[config.mk]
export PLATFORM = sky130hd
export DESIGN_NAME = cga_sequencer
export DESIGN_NICKNAME = d
export VERILOG_FILES = /design/src/rtl/cga_pkg.sv /design/src/rtl/cga_vram_arbiter.sv /design/src/rtl/cga_sequencer.sv
export SDC_FILE = /design/constraint.sdc
export NUM_CORES = 1
export LEC_CHECK = 0
export BUFFER_PORTS_ARGS = -buffer_cell sky130_fd_sc_hd__buf_2
export CAP_MARGIN = 20
export CORE_MARGIN = 2
export CORE_UTILIZATION = 40
export CTS_CLUSTER_DIAMETER = 60
export DETAILED_ROUTE_END_ITERATION = 10
export GPL_ROUTABILITY_DRIVEN = 0
export PLACE_DENSITY = 0.68
export SLEW_MARGIN = 40
export SYNTH_ARGS = -nofsm -noshare
export SYNTH_HDL_FRONTEND = slang
export SYNTH_SLANG_ARGS = --single-unit
[constraint.sdc]
create_clock -name clk -period 3 [get_ports clk]
set_input_delay 0.15 -clock clk [delete_from_list [all_inputs] [get_ports clk]]
set_output_delay 0.15 -clock clk [all_outputs]
set_load 0.01 [all_outputs]
[src/rtl/cga_pkg.sv]
// Shared definitions for the CGA sequencer: fetch-phase constants, the
// CPU-window arbiter state type and the phase-extraction helper.
package cga_pkg;

  // Phase positions within one character period.
  localparam logic [4:0] PH_CHAR   = 5'd0;
  localparam logic [4:0] PH_ATT    = 5'd2;
  localparam logic [4:0] PH_ROM    = 5'd3;
  localparam logic [4:0] PH_END_HI = 5'd15;
  localparam logic [4:0] PH_END_LO = 5'd31;

  // Last cycle index of the 4-cycle CPU window (counted 0..3).
  localparam logic [1:0] WIN_LAST  = 2'd3;

  // CPU VRAM window arbiter states.
  typedef enum logic [1:0] {
    IDLE  = 2'd0,
    GRANT = 2'd1,
    ACK   = 2'd2
  } arb_state_e;

  // Phase within the current character: 16-clock characters in
  // 80-column timing, 32-clock characters otherwise.
  function automatic logic [4:0] seq_phase(input logic [4:0] seq, input logic hres);
    seq_phase = hres ? {1'b0, seq[3:0]} : seq;
  endfunction

endpackage

[src/rtl/cga_vram_arbiter.sv]
// CPU VRAM window arbiter. Opens a 4-clock CPU window at a slot phase when
// the CPU is requesting, then acknowledges for one clock.
// Optional build macro CGA_SNOW_EN: flags windows that would have produced
// snow on a real CGA so the downstream mux can substitute the CPU byte on
// the next character fetch. Without the macro, snow is constant 0.
module cga_vram_arbiter
  import cga_pkg::*;
(
  input  logic clk,
  input  logic reset,
  input  logic slot_hit,        // current cycle is a CPU slot phase
  input  logic char_hit,        // current cycle is the character fetch phase
  input  logic hres_lat,        // latched 80-column mode
  input  logic grph_mode,
  input  logic display_enable,
  input  logic cpu_req,
  output logic vram_addr_sel,
  output logic cpu_ack,
  output logic snow
);

  arb_state_e state_r;
  arb_state_e state_nxt_s;
  logic [1:0] win_r;
  logic [1:0] win_nxt_s;
  logic       sel_r;
  logic       sel_nxt_s;
  logic       ack_r;
  logic       ack_nxt_s;

  // Next-state and next-output decode for the window FSM.
  always_comb begin
    state_nxt_s = state_r;
    win_nxt_s   = win_r;
    case (state_r)
      IDLE: begin
        if (slot_hit && cpu_req) begin
          state_nxt_s = GRANT;
          win_nxt_s   = 2'd0;
        end else begin
          state_nxt_s = IDLE;
          win_nxt_s   = 2'd0;
        end
      end
      GRANT: begin
        if (win_r == WIN_LAST) begin
          state_nxt_s = ACK;
          win_nxt_s   = 2'd0;
        end else begin
          state_nxt_s = GRANT;
          win_nxt_s   = win_r + 2'd1;
        end
      end
      ACK: begin
        state_nxt_s = IDLE;
        win_nxt_s   = 2'd0;
      end
      default: begin
        state_nxt_s = IDLE;
        win_nxt_s   = 2'd0;
      end
    endcase
    sel_nxt_s = (state_nxt_s != GRANT);
    ack_nxt_s = (state_nxt_s == ACK);
  end

  // State, window counter and registered bus-select / ack outputs.
  always_ff @(posedge clk or posedge reset) begin
    if (reset) begin
      state_r <= IDLE;
      win_r   <= 2'd0;
      sel_r   <= 1'b1;
      ack_r   <= 1'b0;
    end else begin
      state_r <= state_nxt_s;
      win_r   <= win_nxt_s;
      sel_r   <= sel_nxt_s;
      ack_r   <= ack_nxt_s;
    end
  end

  assign vram_addr_sel = sel_r;
  assign cpu_ack       = ack_r;

`ifdef CGA_SNOW_EN
  logic grant_start_s;
  logic snow_pend_r;
  logic snow_r;

  assign grant_start_s = (state_r == IDLE) && slot_hit && cpu_req;

  // Arm on a grant taken during active 80-column text display; fire with the next char fetch.
  always_ff @(posedge clk or posedge reset) begin
    if (reset) begin
      snow_pend_r <= 1'b0;
      snow_r      <= 1'b0;
    end else begin
      snow_r <= snow_pend_r && char_hit;
      if (grant_start_s && hres_lat && !grph_mode && display_enable) begin
        snow_pend_r <= 1'b1;
      end else if (char_hit) begin
        snow_pend_r <= 1'b0;
      end
    end
  end

  assign snow = snow_r;
`else
  logic unused_s;
  assign unused_s = ^{char_hit, hres_lat, grph_mode, display_enable};
  assign snow     = 1'b0;
`endif

endmodule

[src/rtl/cga_sequencer.sv]
// CGA master timing generator: free-running sequence counter, latched
// column mode, registered fetch/ROM/pipeline/CRTC strobes and the CPU
// VRAM window arbiter.
// Optional build macro CGA_SNOW_EN (handled in cga_vram_arbiter) enables
// the snow artefact flag; without it snow is constant 0.
module cga_sequencer
  import cga_pkg::*;
#(
  parameter int unsigned CPU_SLOT = 8,
  parameter int unsigned SEQ_W    = 5
) (
  input  logic             clk,
  input  logic             reset,
  input  logic             hres_mode,
  input  logic             display_enable,
  input  logic             grph_mode,
  input  logic             cpu_req,
  output logic [SEQ_W-1:0] clk_seq,
  output logic             crtc_clk,
  output logic             vram_read_char,
  output logic             vram_read_att,
  output logic             vram_addr_sel,
  output logic             charrom_read,
  output logic             disp_pipeline,
  output logic             cpu_ack,
  output logic             snow
);

  localparam logic [SEQ_W-1:0] SEQ_ONE  = {{(SEQ_W-1){1'b0}}, 1'b1};
  localparam logic [SEQ_W-1:0] SEQ_LAST = {SEQ_W{1'b1}};
  localparam logic [4:0]       SLOT_A   = 5'(CPU_SLOT);
  localparam logic [4:0]       SLOT_B   = 5'(CPU_SLOT + 16);

  logic [SEQ_W-1:0] seq_r;
  logic             hres_r;
  logic [4:0]       phase_s;
  logic             char_hit_s;
  logic             att_hit_s;
  logic             rom_hit_s;
  logic             end_hit_s;
  logic             slot_hit_s;

  logic             char_r;
  logic             att_r;
  logic             rom_r;
  logic             disp_r;
  logic             crtc_r;

  // Free-running sequence counter, wraps at the top of its range.
  always_ff @(posedge clk or posedge reset) begin
    if (reset) begin
      seq_r <= {SEQ_W{1'b0}};
    end else begin
      seq_r <= seq_r + SEQ_ONE;
    end
  end

  // Column mode is only taken at the last count so a character is never split.
  always_ff @(posedge clk or posedge reset) begin
    if (reset) begin
      hres_r <= 1'b0;
    end else if (seq_r == SEQ_LAST) begin
      hres_r <= hres_mode;
    end else begin
      hres_r <= hres_r;
    end
  end

  // Phase decode of the current count under the latched column mode.
  always_comb begin
    phase_s    = seq_phase(seq_r[4:0], hres_r);
    char_hit_s = (phase_s == PH_CHAR);
    att_hit_s  = (phase_s == PH_ATT);
    rom_hit_s  = (phase_s == PH_ROM);
    if (hres_r) begin
      end_hit_s  = (phase_s == PH_END_HI);
      slot_hit_s = (phase_s == SLOT_A);
    end else begin
      end_hit_s  = (phase_s == PH_END_LO);
      slot_hit_s = (phase_s == SLOT_A) || (phase_s == SLOT_B);
    end
  end

  // Strobes appear one clock after their phase is decoded.
  always_ff @(posedge clk or posedge reset) begin
    if (reset) begin
      char_r <= 1'b0;
      att_r  <= 1'b0;
      rom_r  <= 1'b0;
      disp_r <= 1'b0;
      crtc_r <= 1'b0;
    end else begin
      char_r <= char_hit_s;
      att_r  <= att_hit_s;
      rom_r  <= rom_hit_s;
      disp_r <= end_hit_s;
      crtc_r <= end_hit_s;
    end
  end

  cga_vram_arbiter u_arbiter (
    .clk            (clk),
    .reset          (reset),
    .slot_hit       (slot_hit_s),
    .char_hit       (char_hit_s),
    .hres_lat       (hres_r),
    .grph_mode      (grph_mode),
    .display_enable (display_enable),
    .cpu_req        (cpu_req),
    .vram_addr_sel  (vram_addr_sel),
    .cpu_ack        (cpu_ack),
    .snow           (snow)
  );

  assign clk_seq        = seq_r;
  assign vram_read_char = char_r;
  assign vram_read_att  = att_r;
  assign charrom_read   = rom_r;
  assign disp_pipeline  = disp_r;
  assign crtc_clk       = crtc_r;

endmodule

* After elaboration in Yosys (flattened, before gate mapping)
Index checks and enable logic that the tools add are counted.
Word-level totals: bits in registers 16, input bits 6
Operators by class: add/subtract/negate cells 2, equality and inequality tests 11, multiplexer cells 8, reduce and logical (&&, ||, !) cells 4
Operators by type and width (number):
- $eq 5x5->1 const B | 3
- $eq 5x2->1 const B | 2
- $eq 5x4->1 const B | 2
- $mux 2 | 3
- $add 5x1->5 const B | 1
- $logic_not 5->1 | 1
- $mux 5 | 1
- $eq 2x2->1 const B | 2
- $pmux 2 s2 | 1
- $mux 1 | 3
- $add 2x1->2 const B | 1
- $eq 2x1->1 const B | 1
- $logic_not 2->1 | 1
- $ne 2x1->1 const B | 1
- $logic_and 1x1->1 | 1
- $logic_or 1x1->1 | 1

* Longest topological paths before layout
depth after elaboration 8, mapped depth 4

* By module
Synthesis repeated with hierarchy kept, for this count alone.
Second synthesis, totals: cells, all modules 50, area total of the unflattened synthesis 654.4 um2
By module, submodules not included:
- cga_sequencer | times used 1, cells an instance 29, area an instance 414.1 um2, sequential area each 250.2 um2
- cga_vram_arbiter | times used 1, cells an instance 21, area an instance 240.2 um2, sequential area each 151.4 um2

* Worst setup path after synthesis
No wires, ideal clock.
kind register -> register, start register seq_r[0], in the netlist clk_seq[0], end register hres_r, setup time 0.125 ns, arrival time 1.295 ns, data required time 2.875 ns, slack 1.580 ns, stages on the path, launching flop included 5, period minus slack after synthesis 1.420 ns, cell sequence dfrtp_1 > ha_1 > and3_2 > ha_1 > mux2_2
On the way: cells in the longest elaborated chain, start to end 1
Ends and longest elaborated chain:
- from (decl) | line cga_sequencer.sv:34 | logic [SEQ_W-1:0] seq_r;
- from (signal assigned) | line cga_sequencer.sv:52 | seq_r <= {SEQ_W{1'b0}};
- from (signal assigned) | line cga_sequencer.sv:54 | seq_r <= seq_r + SEQ_ONE;
- $eq 5x5->1 | line cga_sequencer.sv:62 | end else if (seq_r == SEQ_LAST) begin
- to (signal assigned) | line cga_sequencer.sv:63 | hres_r <= hres_mode;
- to (signal assigned) | line cga_sequencer.sv:65 | hres_r <= hres_r;
- to (decl) | line cga_sequencer.sv:35 | logic hres_r;
Every way passes these cells. A chain may end at the register's enable or synchronous reset.

* Worst setup path after layout
Ends and elaborated chain as after synthesis.

==> metrics.md <==
| Metric | Value |
|---|---|
| Status | `completed` |
| Switching share of power | `24.5%` |
| ANT nets after route | `0` |
| Max Cap Viol | `0` |
| Leakage Power | `0.422 nW` |
| Mapped Area | `644 sq um` |
| Area growth, synth to finish | `19.6%` |
| Worst-path clk slew | `0.10 ns` |
| Hold Fails Final Rpt | `0` |
| Vias | `391` |
| DRT iter0 DRCs | `3` |
| # rows | `14` |
| Fmax | `682 MHz` |
| Synth Warn # | `0` |
| Worst-Skew Late Latency | `0.28 ns` |
| RSZ-0062 raised after global routing | `no` |
| Met2 usage | `17.4%` |
| Hold Crit Depth | `2` |
| R2R depth | `4` |
| Max Buffers Root-to-Sink | `2` |
| Minimum clock period | `1.47 ns` |
| Clock Sink Count | `16` |
| Core Region | `1510 sq um` |
| CTS Buf Count | `3` |
| CTS tree | `built` |
| Max IR drop VDD | `346 uV` |
| Post-layout util | `51.2%` |
| Starting Density | `42.8%` |
| Final Max Tran Viols | `0` |
| Detailed-route wire length | `1.02 mm` |
| Crit path required time | `3.18 ns` |
| H-tree lvl count | `1` |
| Critical Setup Path Class | `register to register` |
| Register area share after synthesis | `62.3%` |
| CP Max Fanout | `4` |
| Initial antenna violation count | `0` |
| Avg WL per Cell | `12.8 um` |
| Non-filler cells, final | `80` |
| Filler instances | `134` |
| Port-buffer cells | `15` |
| Tcrit/Tclk final | `48.9%` |
| 1st-pass router iterations | `4` |
| Met1 usage | `15.0%` |
| DRC | `0` |
| Synth Register Bits | `16` |
| First-pass GRT wire length | `1.58 mm` |
| Global route hottest layer | `met2` |
| Gate count of the mapped netlist | `46` |
| Global Route Usage Sum | `12.2%` |
| N_diodes | `0` |
| Arr. time, crit path | `1.64 ns` |
| Power per Cell Area | `598 nW/um^2` |
| Worst Setup Start Kind | `register` |
| Clk_skew | `0.00425 ns` |
| Die area | `1950 sq um` |
| Setup violators final | `0` |
| Comb power frac | `12.1%` |
| P_int | `0.348 mW` |
| Largest net degree at the start of global routing | `17` |
| Dpl cells | `75` |
| Die height | `44.1 um` |
| Worst setup EP type | `register` |
| Clk pwr share | `30.7%` |
| Distinct cells, synth | `19` |
| Die X | `44.1 um` |
| Sw Pwr | `0.113 mW` |
| Post_cts resized | `0` |
| Avg Cell Area, Syn | `14.0 sq um` |
| I/O pins | `19` |
| Syn_nets | `57` |
| Hold WC Path Type | `primary input to register` |
| Grt ovf | `0` |
| Reg power frac | `57.2%` |
| Root Buffer | `clkbuf_4` |
| Detailed placement HPWL | `747 um` |
| Sum Neg Setup Slack | `0 ns` |
| Met3 Use GR | `4.49%` |
| Via-per-instance ratio | `4.89` |
| Worst Max-Slew Pin Slew | `0.594 ns` |
| Vias in the first global route | `348` |
| Fraction of layout cells with a size suffix above 1 | `34.4%` |
| NumNets Final | `76` |
| Worst relative slew slack | `60.3%` |
==> final timing paths <==
kind                                     from            endpoint  slack, ns
max in group asynchronous               reset  u_arbiter.win_r[1]       2.15
setup reg to reg                   clk_seq[0]              hres_r       1.53
hold reg to reg            u_arbiter.win_r[0]  u_arbiter.win_r[0]       0.45
min in group asynchronous               reset        charrom_read       0.46
setup / recovery                   clk_seq[0]              hres_r       1.53
hold / removal                      hres_mode              hres_r       0.12
==> power by group through the flow <==
stage / logic, mW / clock network, mW / registers [mW]
floorplan: 0.0364 / 0 / 0.268
detailed placement: 0.0558 / 0 / 0.268
finish: 0.0558 / 0.141 / 0.264
global route: 0.0650 / 0.152 / 0.267
global placement: 0.0534 / 0 / 0.267
CTS: 0.0570 / 0.143 / 0.263
==> layer usage <==
layer / vias up / share of wire (%)
met3: 2 / 6.8
met5: - / 0
met4: 0 / 2.7
met2: 16 / 43
li1: 192 / -
met1: 181 / 47
==> repair_timing <==
action	in CTS	in global routing
hold buffers	1	0
buffers inserted	0	0
hold endpoints to repair	15	0
==> flip-flops by register name, indices dropped and copies added, names as in the netlist <==
| register | flops |
|---|---|
| hres_r | 1 |
| u_arbiter.vram_addr_sel | 1 |
| u_arbiter.cpu_ack | 1 |
| crtc_clk | 1 |
| u_arbiter.win_r | 2 |
| clk_seq | 5 |
| vram_read_att | 1 |
| charrom_read | 1 |
| vram_read_char | 1 |
| u_arbiter.state_r | 2 |
==> metrics by stage <==
| stage | instance area, sq um | hold WS [ns] | power [mW] | setup WS [ns] |
|---|---|---|---|---|
| after floorplan | 644 | 0.0630 | 0.305 | 1.58 |
| after global placement | 724 | 0.231 | 0.320 | 1.56 |
| after detailed placement | 724 | 0.243 | 0.324 | 1.55 |
| after CTS | 771 | 0.112 | 0.463 | 1.53 |
| after global routing | 771 | 0.108 | 0.484 | 1.50 |
| final | 771 | 0.116 | 0.461 | 1.53 |
==> Yosys cell counts (all sizes together) <==
cell   instances  share of area (%)
nor2b          1               0.97
xor2           1                1.4
conb           1               0.58
nor2           2                1.2
and3           1                1.2
nand3          1               0.78
o21a           1                1.2
a22o           1                1.4
and3b          3                4.1
ha             5                9.7
and4b          1                1.6
a22oi          1                1.2
nor4b          4                5.4
xnor2          1                1.4
dfstp          1                4.1
dfrtp         15                 58
mux2           1                1.7
buf            2                2.3
inv            3                1.7
==> cell type report <==
class,count,area [sq um],area share [%]
flip-flops and latches,16,402,52.1
multi-input cells,25,216,28.1
repair buffers,16,85.1,11.0
clock buffers,4,36.3,4.71
well taps,16,20.0,2.60
inverters,3,11.3,1.46
==> worst max-delay path, cell delays in order (launching register included) <==
cell and delay [ns]:
dfrtp_1 0.43, ha_1 0.24, and3_2 0.23, ha_1 0.18, mux2_2 0.28
==> layout by cell type, fill, tap and decap left out, types with 2 or more instances in the layout <==
cell	netlist	layout
nor4b_1	4	4
dfrtp_1	15	15
ha_1	5	5
and3b_1	3	3
buf_2	0	15
nor2_1	2	2
inv_1	3	3
clkbuf_4	0	3
==> kinds of logic (layout without fill, tap and decap cells) <==
| logic type | after synthesis | count (layout) | synth area share (%) |
|---|---|---|---|
| buffers and inverters | 5 | 23 | 4.08 |
| AND/OR/NAND/NOR | 13 | 13 | 15.1 |
| adder cells (fa/ha/maj) | 5 | 5 | 9.71 |
| multiplexers | 1 | 1 | 1.75 |
| AO/OA/AOI/OAI | 3 | 3 | 3.69 |
| other | 1 | 1 | 0.582 |
| flip-flops | 16 | 16 | 62.3 |
| XOR/XNOR | 2 | 2 | 2.72 |
Note: power is estimated with default switching activity, not from simulation.
